[config.mk]
export PLATFORM = sky130hd
export DESIGN_NAME = player_ctrl
export DESIGN_NICKNAME = d
export VERILOG_FILES = /design/src/rtl/player_ctrl.sv
export SDC_FILE = /design/constraint.sdc
export NUM_CORES = 1
export LEC_CHECK = 0
export CORE_MARGIN = 5
export CORE_UTILIZATION = 50
export DETAILED_ROUTE_END_ITERATION = 7
export MAX_ROUTING_LAYER = met4
export PLACE_DENSITY = 0.77
export SETUP_SLACK_MARGIN = 0.1
export SLEW_MARGIN = 15
export SYNTH_ARGS = -nofsm -noshare
export SYNTH_HDL_FRONTEND = slang
export SYNTH_SLANG_ARGS = --single-unit
[constraint.sdc]
create_clock -name clk -period 3.99 [get_ports clk]
set_clock_uncertainty 0.05 [all_clocks]
set_input_delay 0.5985 -clock clk [delete_from_list [all_inputs] [get_ports clk]]
set_output_delay 0.5985 -clock clk [all_outputs]
set_load 0.03 [all_outputs]
[src/rtl/player_ctrl.sv]
// player_ctrl: debounces four pushbuttons and moves a 4x4 grid cursor once per frame.
// Define PLAYER_WRAP_EN to wrap off-grid moves instead of clamping them.
module player_ctrl #(
  parameter int         DEBOUNCE_CYCLES = 250000,
  parameter logic [3:0] INIT_ADDR       = 4'd0
) (
  input  logic       clk,
  input  logic       rst,
  input  logic       vsync,
  input  logic       btn_up,
  input  logic       btn_down,
  input  logic       btn_left,
  input  logic       btn_right,
  output logic [3:0] player_address,
  output logic       move_strobe
);

  localparam int CW =
    (DEBOUNCE_CYCLES > 2) ? $clog2(DEBOUNCE_CYCLES) : 1;
  localparam logic [CW-1:0] CNT_MAX =
    CW'(DEBOUNCE_CYCLES - 1);

  // bit order: 0 up, 1 down, 2 left, 3 right (also priority order)
  logic [3:0]    raw;
  logic [3:0]    s1_q;
  logic [3:0]    s2_q;
  logic [3:0]    deb_q;
  logic [3:0]    deb_d;
  logic [3:0]    press;
  logic [3:0]    pend_q;
  logic [3:0]    pend_d;
  logic [3:0]    grant;
  logic [CW-1:0] cnt_q [4];
  logic [CW-1:0] cnt_d [4];
  logic          vsync_q;
  logic          tick;
  logic [3:0]    addr_q;
  logic [3:0]    addr_d;
  logic          strobe_q;
  logic          move;
  logic          legal;
  logic [1:0]    row;
  logic [1:0]    col;
  logic [1:0]    row_n;
  logic [1:0]    col_n;

  assign raw = {btn_right, btn_left, btn_down, btn_up};

  always_comb begin
    for (int i = 0; i < 4; i++) begin
      deb_d[i] = deb_q[i];
      cnt_d[i] = '0;
      if (s2_q[i] != deb_q[i]) begin
        if (cnt_q[i] == CNT_MAX) begin
          deb_d[i] = s2_q[i];
        end else begin
          cnt_d[i] = cnt_q[i] + CW'(1);
        end
      end
    end
  end

  assign press = deb_q & ~deb_d;

  assign tick = vsync_q & ~vsync;

  // a press landing on the tick cycle survives the clear
  assign pend_d = (tick ? 4'b0000 : pend_q) | press;

  assign grant = pend_q & (~pend_q + 4'd1);

  assign row = addr_q[3:2];
  assign col = addr_q[1:0];

  always_comb begin
    row_n = row;
    col_n = col;
    unique case (1'b1)
      grant[0]: row_n = row - 2'd1;
      grant[1]: row_n = row + 2'd1;
      grant[2]: col_n = col - 2'd1;
      grant[3]: col_n = col + 2'd1;
      default:  ;
    endcase
  end

`ifdef PLAYER_WRAP_EN
  assign legal = 1'b1;
`else
  logic edge_hit;

  always_comb begin
    unique case (1'b1)
      grant[0]: edge_hit = (row == 2'd0);
      grant[1]: edge_hit = (row == 2'd3);
      grant[2]: edge_hit = (col == 2'd0);
      grant[3]: edge_hit = (col == 2'd3);
      default:  edge_hit = 1'b0;
    endcase
  end

  assign legal = ~edge_hit;
`endif

  assign move   = tick & (|pend_q) & legal;
  assign addr_d = move ? {row_n, col_n} : addr_q;

  always_ff @(posedge clk or negedge rst) begin
    if (!rst) begin
      s1_q     <= 4'b1111;
      s2_q     <= 4'b1111;
      deb_q    <= 4'b1111;
      pend_q   <= 4'b0000;
      vsync_q  <= 1'b1;
      addr_q   <= INIT_ADDR;
      strobe_q <= 1'b0;
      for (int i = 0; i < 4; i++) begin
        cnt_q[i] <= '0;
      end
    end else begin
      s1_q     <= raw;
      s2_q     <= s1_q;
      deb_q    <= deb_d;
      pend_q   <= pend_d;
      vsync_q  <= vsync;
      addr_q   <= addr_d;
      strobe_q <= move;
      for (int i = 0; i < 4; i++) begin
        cnt_q[i] <= cnt_d[i];
      end
    end
  end

  assign player_address = addr_q;
  assign move_strobe    = strobe_q;

endmodule

==> impl_metrics.env, run 1 <==
export IMPL_grt_ovfl_total=0
export IMPL_powerDensity_nw_per_um2=355
export IMPL_place_gp_congestion=0.815
export IMPL_vias_per_cell=5.51
export IMPL_h_tree_depth=3
export IMPL_crit_buf_inv=0
export IMPL_num_vias=3129
export IMPL_mostFrequentLayoutCells="nor2_1, dfrtp_1, xnor2_1"
export IMPL_finalHoldViolations=0
export IMPL_end_kind="flip-flop"
export IMPL_hp_class="in2async"
export IMPL_synth_cell_types=42
export IMPL_cts_resized=0
export IMPL_syn_avg_cell_area_sq_um=10.1
export IMPL_synth_top_area_cell="dfrtp_1"
export IMPL_cts_path_max_buffers=2
export IMPL_place_worst_setup_slack_ns=1.39
export IMPL_hpwl_um=5350
export IMPL_cts_buffers=9
export IMPL_grt_max_degree=72
export IMPL_slowest_delay_ns=0.85
export IMPL_async_reset_ff_frac=1.00
export IMPL_crit_fanout=17
export IMPL_dr_first_iter_drc_count=77
export IMPL_fp_dieW_um=104
export IMPL_setup_worst_path_start_class="flip-flop"
export IMPL_synth_edff_count=0
export IMPL_first_pass_iters=4
export IMPL_timing_final_max_slew_violations=0
export IMPL_antenna_found_initial=0
export IMPL_track_usage=0.158
export IMPL_routed_wl_um=7750
export IMPL_period_minus_slack_ns=2.47
export IMPL_yosys_warnings=0
export IMPL_port_buffers=11
export IMPL_cts_tree="done"
export IMPL_outcome="complete, no violations"
export IMPL_final_common_cell="nor2_1"
export IMPL_power_leakage_uw=0.00186
export IMPL_synth_seq_cells=94
export IMPL_die_height_um=104
export IMPL_worstMarginPinSlew_ns=1.08
export IMPL_finalNetCount=466
export IMPL_synth_top_area_frac=0.461
export IMPL_num_antenna_cells=0
export IMPL_insertion_delay_ns=0.36
export IMPL_post_drt_wl_per_cell_um=13.7
export IMPL_core_sq_um=8640
export IMPL_fin_ws_ns=1.52
export IMPL_rows=34
export IMPL_clk_pin_slew_worst_paths_ns=0.09
export IMPL_syn_instance_count=436
export IMPL_maxSlewHeadroom=0.278
export IMPL_grt_pass1_vias=3162
export IMPL_cts_root_buffer="clkbuf_8"
export IMPL_slowest_stage="o21ai_1"
export IMPL_finalCritPeriodShare=0.618
export IMPL_ctsHoldBuffers=0
export IMPL_grtUsageMet2=0.248
export IMPL_cts_num_sinks=94
export IMPL_die_area_sq_um=10800
export IMPL_worstPathRequired_ns=4.14
export IMPL_drcViolationCount=0
export IMPL_drv_cap=0
export IMPL_irDropWorstVdd_mv=0.151
export IMPL_critPathKind="reg2reg"
export IMPL_yosysSeqAreaShare=0.539
export IMPL_fmax_ghz=0.405
export IMPL_synthFlopType="dfrtp_1"
export IMPL_synth_top_cells_by_area="dfrtp_1, xnor2_1, dfstp_2"
export IMPL_crit_chain="ha_1 -> nand3_1 -> or3_1 -> o21ai_1 -> nor2_1"
export IMPL_initial_utilization=0.509
export IMPL_tns_ns=0
export IMPL_use_met1=0.201
export IMPL_synth_nets=447
export IMPL_antenna_left=0
export IMPL_grt_busiest_layer="met2"
export IMPL_cts_setup_buffers=0
export IMPL_grt_pass1_wl_um=14100
export IMPL_ios=12
export IMPL_rsz0062_at_grt="false"
export IMPL_met3_usage=0.0261
export IMPL_final_layout_size_suffix_gt1_frac=0.0891
export IMPL_syn_to_final_growth_pct=10.2
export IMPL_synth_area_sq_um=4400
export IMPL_setup_viol=0
export IMPL_critPathArrivalTime_ns=2.62
export IMPL_crit_family="compound AO/OA/AOI/OAI gates"
==> Yosys cell counts, drive strengths merged, types with 3 or more instances <==
master   n
nand4   18
or4      4
o21ai   16
xor2    10
mux2     4
buf      3
a32o     4
dfrtp   81
nor3    17
mux2i    5
inv     20
nor2    83
ha       4
dfstp   13
nand3   23
xnor2   48
a21oi    8
nor4b    3
nor2b    3
or3      4
nand2   21
and3     3
nor4    22
==> power breakdown <==
part | internal [uW] | switching (uW) | leakage (uW) | total, uW
clock network | 352 | 322 | 0.000106 | 674
logic | 18.5 | 41.5 | 0.000497 | 60.0
registers | 970 | 13.0 | 0.00126 | 983
total | 1340 | 376 | 0.00186 | 1720
==> path summary, 6_finish.rpt <==
path / start / endpoint / slack [ns] / cells after the start
hold reg to reg: s1_q[1] / s2_q[1] / 0.31 / 0
setup reg to reg: cnt_q[0] / cnt_q[3] / 1.52 / 5
max in group asynchronous: rst / deb_q[3] / 2.69 / 2
hold / removal: rst / cnt_q[36] / 0.29 / 1
setup / recovery: cnt_q[0] / cnt_q[3] / 1.52 / 5
min in group clk: s1_q[1] / s2_q[1] / 0.31 / 0
==> through the flow <==
step           power, uW  cell area [sq um]  utilization  instances  hold slack, ns
6_report            1720               4840        0.561        568           0.287
3_3_place_gp        1060               4620        0.535        552           0.297
3_5_place_dp        1060               4620        0.535        552           0.297
2_1_floorplan       1030               4400            -        436           0.253
5_1_grt             1780               4840        0.561        568           0.306
4_1_cts             1740               4830        0.560        568           0.310
==> final cells by class <==
type / count / area (sq um)
Clock inverter: 6 / 86.3
Clock buffer: 10 / 128
Timing Repair Buffer: 12 / 115
Sequential cell: 94 / 2370
Tap cell: 108 / 135
Inverter: 20 / 75.1
Fill cell: 762 / 3790
Multi-Input combinational cell: 318 / 1930
==> routing by layer <==
metal	share of wire	wire length, um	up-vias
met4	0.022	172	0
met5	0	0	-
met3	0.023	180	17
li1	-	-	1558
met1	0.47	3670	1527
met2	0.48	3730	27
==> sequential cells by signal, summed over array words and instances, names as in the netlist <==
name and flops:
s1_q 4, cnt_q 72, s2_q 4, move_strobe 1, pend_q 4, deb_q 4, vsync_q 1, player_address 4
==> worst reg2reg max path: stages, from the launching register on <==
cell and delay [ns]:
dfrtp_1 0.41, ha_1 0.20, nand3_1 0.23, or3_1 0.45, o21ai_1 0.85, nor2_1 0.13
==> kinds of logic after synthesis <==
group / share of synthesized area
and+or+nand+nor: 0.238
DFF: 0.539
xor gates and xnor gates: 0.116
AOI/OAI and AO/OA: 0.0521
buffers and inverters: 0.0228
muxes: 0.0216
adders and majority gates: 0.0114
(Power assumes the default switching activity.)
==> run 2: changes to the inputs <==
PLACE_DENSITY = 0.79   (was 0.77)
clock period = 2.1 ns   (was 3.99 ns; I/O delays follow)
==> run 2 against run 1 <==
Compared with the run above:
- register-to-register slack got worse by 1.4 ns
- worst hold slack better by 0.023 ns
- non-clock buffer count grew 25
- first-iteration DRC count grew 18%
- global-route usage grew 0.43 points
- cell count increased by 4.4%
- count of clock-buffer cells in the layout shrank 1
- setup slack got worse by 1.4 ns
- utilization is 2.6 points higher
- wire length grew 3.5%
- via count increased by 4.6%
==> impl_metrics.env, run 2 (synthesis gave the netlist of run 1 again) <==
export IMPL_end_kind="flip-flop"
export IMPL_cp_endpoint="deb_q[1]"
export IMPL_finish_instance_area_sq_um=5070
export IMPL_timing_final_max_slew_violations=0
export IMPL_num_vias=3273
export IMPL_vias_per_cell=5.52
export IMPL_insertion_delay_ns=0.36
export IMPL_h_tree_depth=3
export IMPL_cts_root_buffer="clkbuf_8"
export IMPL_grt_pass1_vias=3233
export IMPL_rsz0062_at_grt="true"
export IMPL_grt_ovfl_total=0
export IMPL_top_register="cnt_q"
export IMPL_setup_viol=0
export IMPL_clk_pin_slew_worst_paths_ns=0.09
export IMPL_r2r_slack_ns=0.08
export IMPL_slowest_stage="or4_4"
export IMPL_maxSlewHeadroom=0.628
export IMPL_routed_wl_um=8030
export IMPL_crit_family="simple AND/OR/NAND/NOR gates"
export IMPL_antenna_found_initial=0
export IMPL_tns_ns=0
export IMPL_cts_num_sinks=94
export IMPL_crit_fanout=2
export IMPL_period_minus_slack_ns=2.02
export IMPL_worstPathRequired_ns=2.34
export IMPL_reg2reg_depth=4
export IMPL_crit_chain="or4b_1 -> or4_4 -> nor2_4 -> mux2_4"
export IMPL_largest_register_ffs=72
export IMPL_cts_path_max_buffers=2
export IMPL_syn_to_final_growth_pct=15.3
export IMPL_fillers=716
export IMPL_hp_class="reg2reg"
export IMPL_hpwl_um=5620
export IMPL_slowest_delay_ns=0.57
export IMPL_post_drt_wl_per_cell_um=13.5
export IMPL_worstMarginPinSlew_ns=0.553
export IMPL_cts_tree="done"
export IMPL_critPathArrivalTime_ns=2.26
export IMPL_fin_ws_ns=0.0804
export IMPL_rows=34
export IMPL_initial_utilization=0.509
export IMPL_finalHoldViolations=0
export IMPL_power_leakage_uw=0.00201
export IMPL_place_area_sq_um=4820
export IMPL_die_height_um=104
export IMPL_final_util=0.587
export IMPL_fmax_ghz=0.495
export IMPL_critPathKind="reg2reg"
export IMPL_mostFrequentLayoutCells="nor2_1, dfrtp_1, xnor2_1"
export IMPL_outcome="complete, no violations"
export IMPL_place_worst_setup_slack_ns=0.0507
export IMPL_finalNetCount=491
export IMPL_r2r_start="cnt_q[40]"
export IMPL_path_depth=4
export IMPL_drv_cap=0
export IMPL_cts_buffers=9
export IMPL_dr_first_iter_drc_count=91
export IMPL_antenna_left=0
export IMPL_drcViolationCount=0
export IMPL_final_layout_size_suffix_gt1_frac=0.136
export IMPL_grt_pass1_wl_um=14300
export IMPL_num_antenna_cells=0
export IMPL_grt_max_degree=45
export IMPL_ios=12
export IMPL_final_common_cell="nor2_1"
export IMPL_crit_start="cnt_q[40]"
export IMPL_first_pass_iters=4
export IMPL_die_area_sq_um=10800
export IMPL_fp_dieW_um=104
export IMPL_finalCritPeriodShare=0.962
export IMPL_core_sq_um=8640
export IMPL_r2r_end="deb_q[1]"
export IMPL_powerDensity_nw_per_um2=642
export IMPL_setup_worst_path_start_class="flip-flop"
export IMPL_irDropWorstVdd_mv=0.382
export IMPL_crit_buf_inv=0
export IMPL_place_gp_congestion=0.839
export IMPL_port_buffers=11
export IMPL_track_usage=0.162
export IMPL_p_total_uw=3250
-- run 2: changes by cell type in the layout (fill, tap and decap cells not counted), sizes merged --
| cell | delta |
|---|---|
| buf | +24 |
| inv | +5 |
| clkinv | -2 |
| bufinv | -1 |
| clkbuf | -1 |
| clkdlybuf4s50 | -1 |
| clkinvlp | -1 |
| dlygate4sd3 | +1 |
| dlymetal6s2s | +1 |
-- run 2: through the flow --
stage,instances,hold WS (ns)
6_report,593,0.310
5_1_grt,593,0.292
4_1_cts,593,0.291
3_5_place_dp,574,0.172
3_3_place_gp,574,0.167
2_1_floorplan,436,-0.0306
-- run 2: per-layer routing --
| metal | track usage | share of wire | vias up | routed length, um |
|---|---|---|---|---|
| met5 | - | 0 | - | 0 |
| met4 | 0.0638 | 0.016 | 0 | 131 |
| met3 | 0.0330 | 0.022 | 12 | 178 |
| met2 | 0.254 | 0.49 | 38 | 3940 |
| met1 | 0.208 | 0.47 | 1615 | 3780 |
| li1 | - | - | 1608 | - |
-- run 2: worst register-to-register path, cell delays in order (launching register included) --
cell     delay, ns
dfrtp_1       0.38
or4b_1        0.52
or4_4         0.57
nor2_4        0.13
mux2_4        0.31
-- run 2: timing repair --
action	CTS	global route
setup buffers	2	0
hold buffers	1	0
hold endpoints to repair	18	0
pin swaps	3	3
resized for setup	1	2
endpoints found under the setup margin	18	21
-- run 2: layout make-up --
class	count	area, sq um	area share
inverters	20	75.1	0.0148
flip-flops and latches	94	2370	0.468
clock inverters	7	85.1	0.0168
repair buffers	37	337	0.0664
clock buffers	9	124	0.0245
well taps	108	135	0.0267
multi-input cells	318	1940	0.383
-- run 2: where the power goes --
group | switching, uW | internal (uW)
Sequential | 23.8 | 1840
Clock | 674 | 578
Combinational | 81.1 | 49.4
-- run 2: how the worst min path moves through the flow --
stage	startpoint	end	slack [ns]	cells past startpoint
detailed placement	rst	cnt_q[54]	0.17	1
global route	btn_left	s1_q[2]	0.29	1
finish	s1_q[0]	s2_q[0]	0.31	0
global placement	rst	cnt_q[54]	0.17	1
CTS	btn_left	s1_q[2]	0.29	1
floorplan	rst	cnt_q[0]	-0.03	0
==> run 3: changes to the inputs <==
SLEW_MARGIN = default   (was 15)
==> results of run 3 <==
Final layout, timing and power as in run 2 (identical DEF).
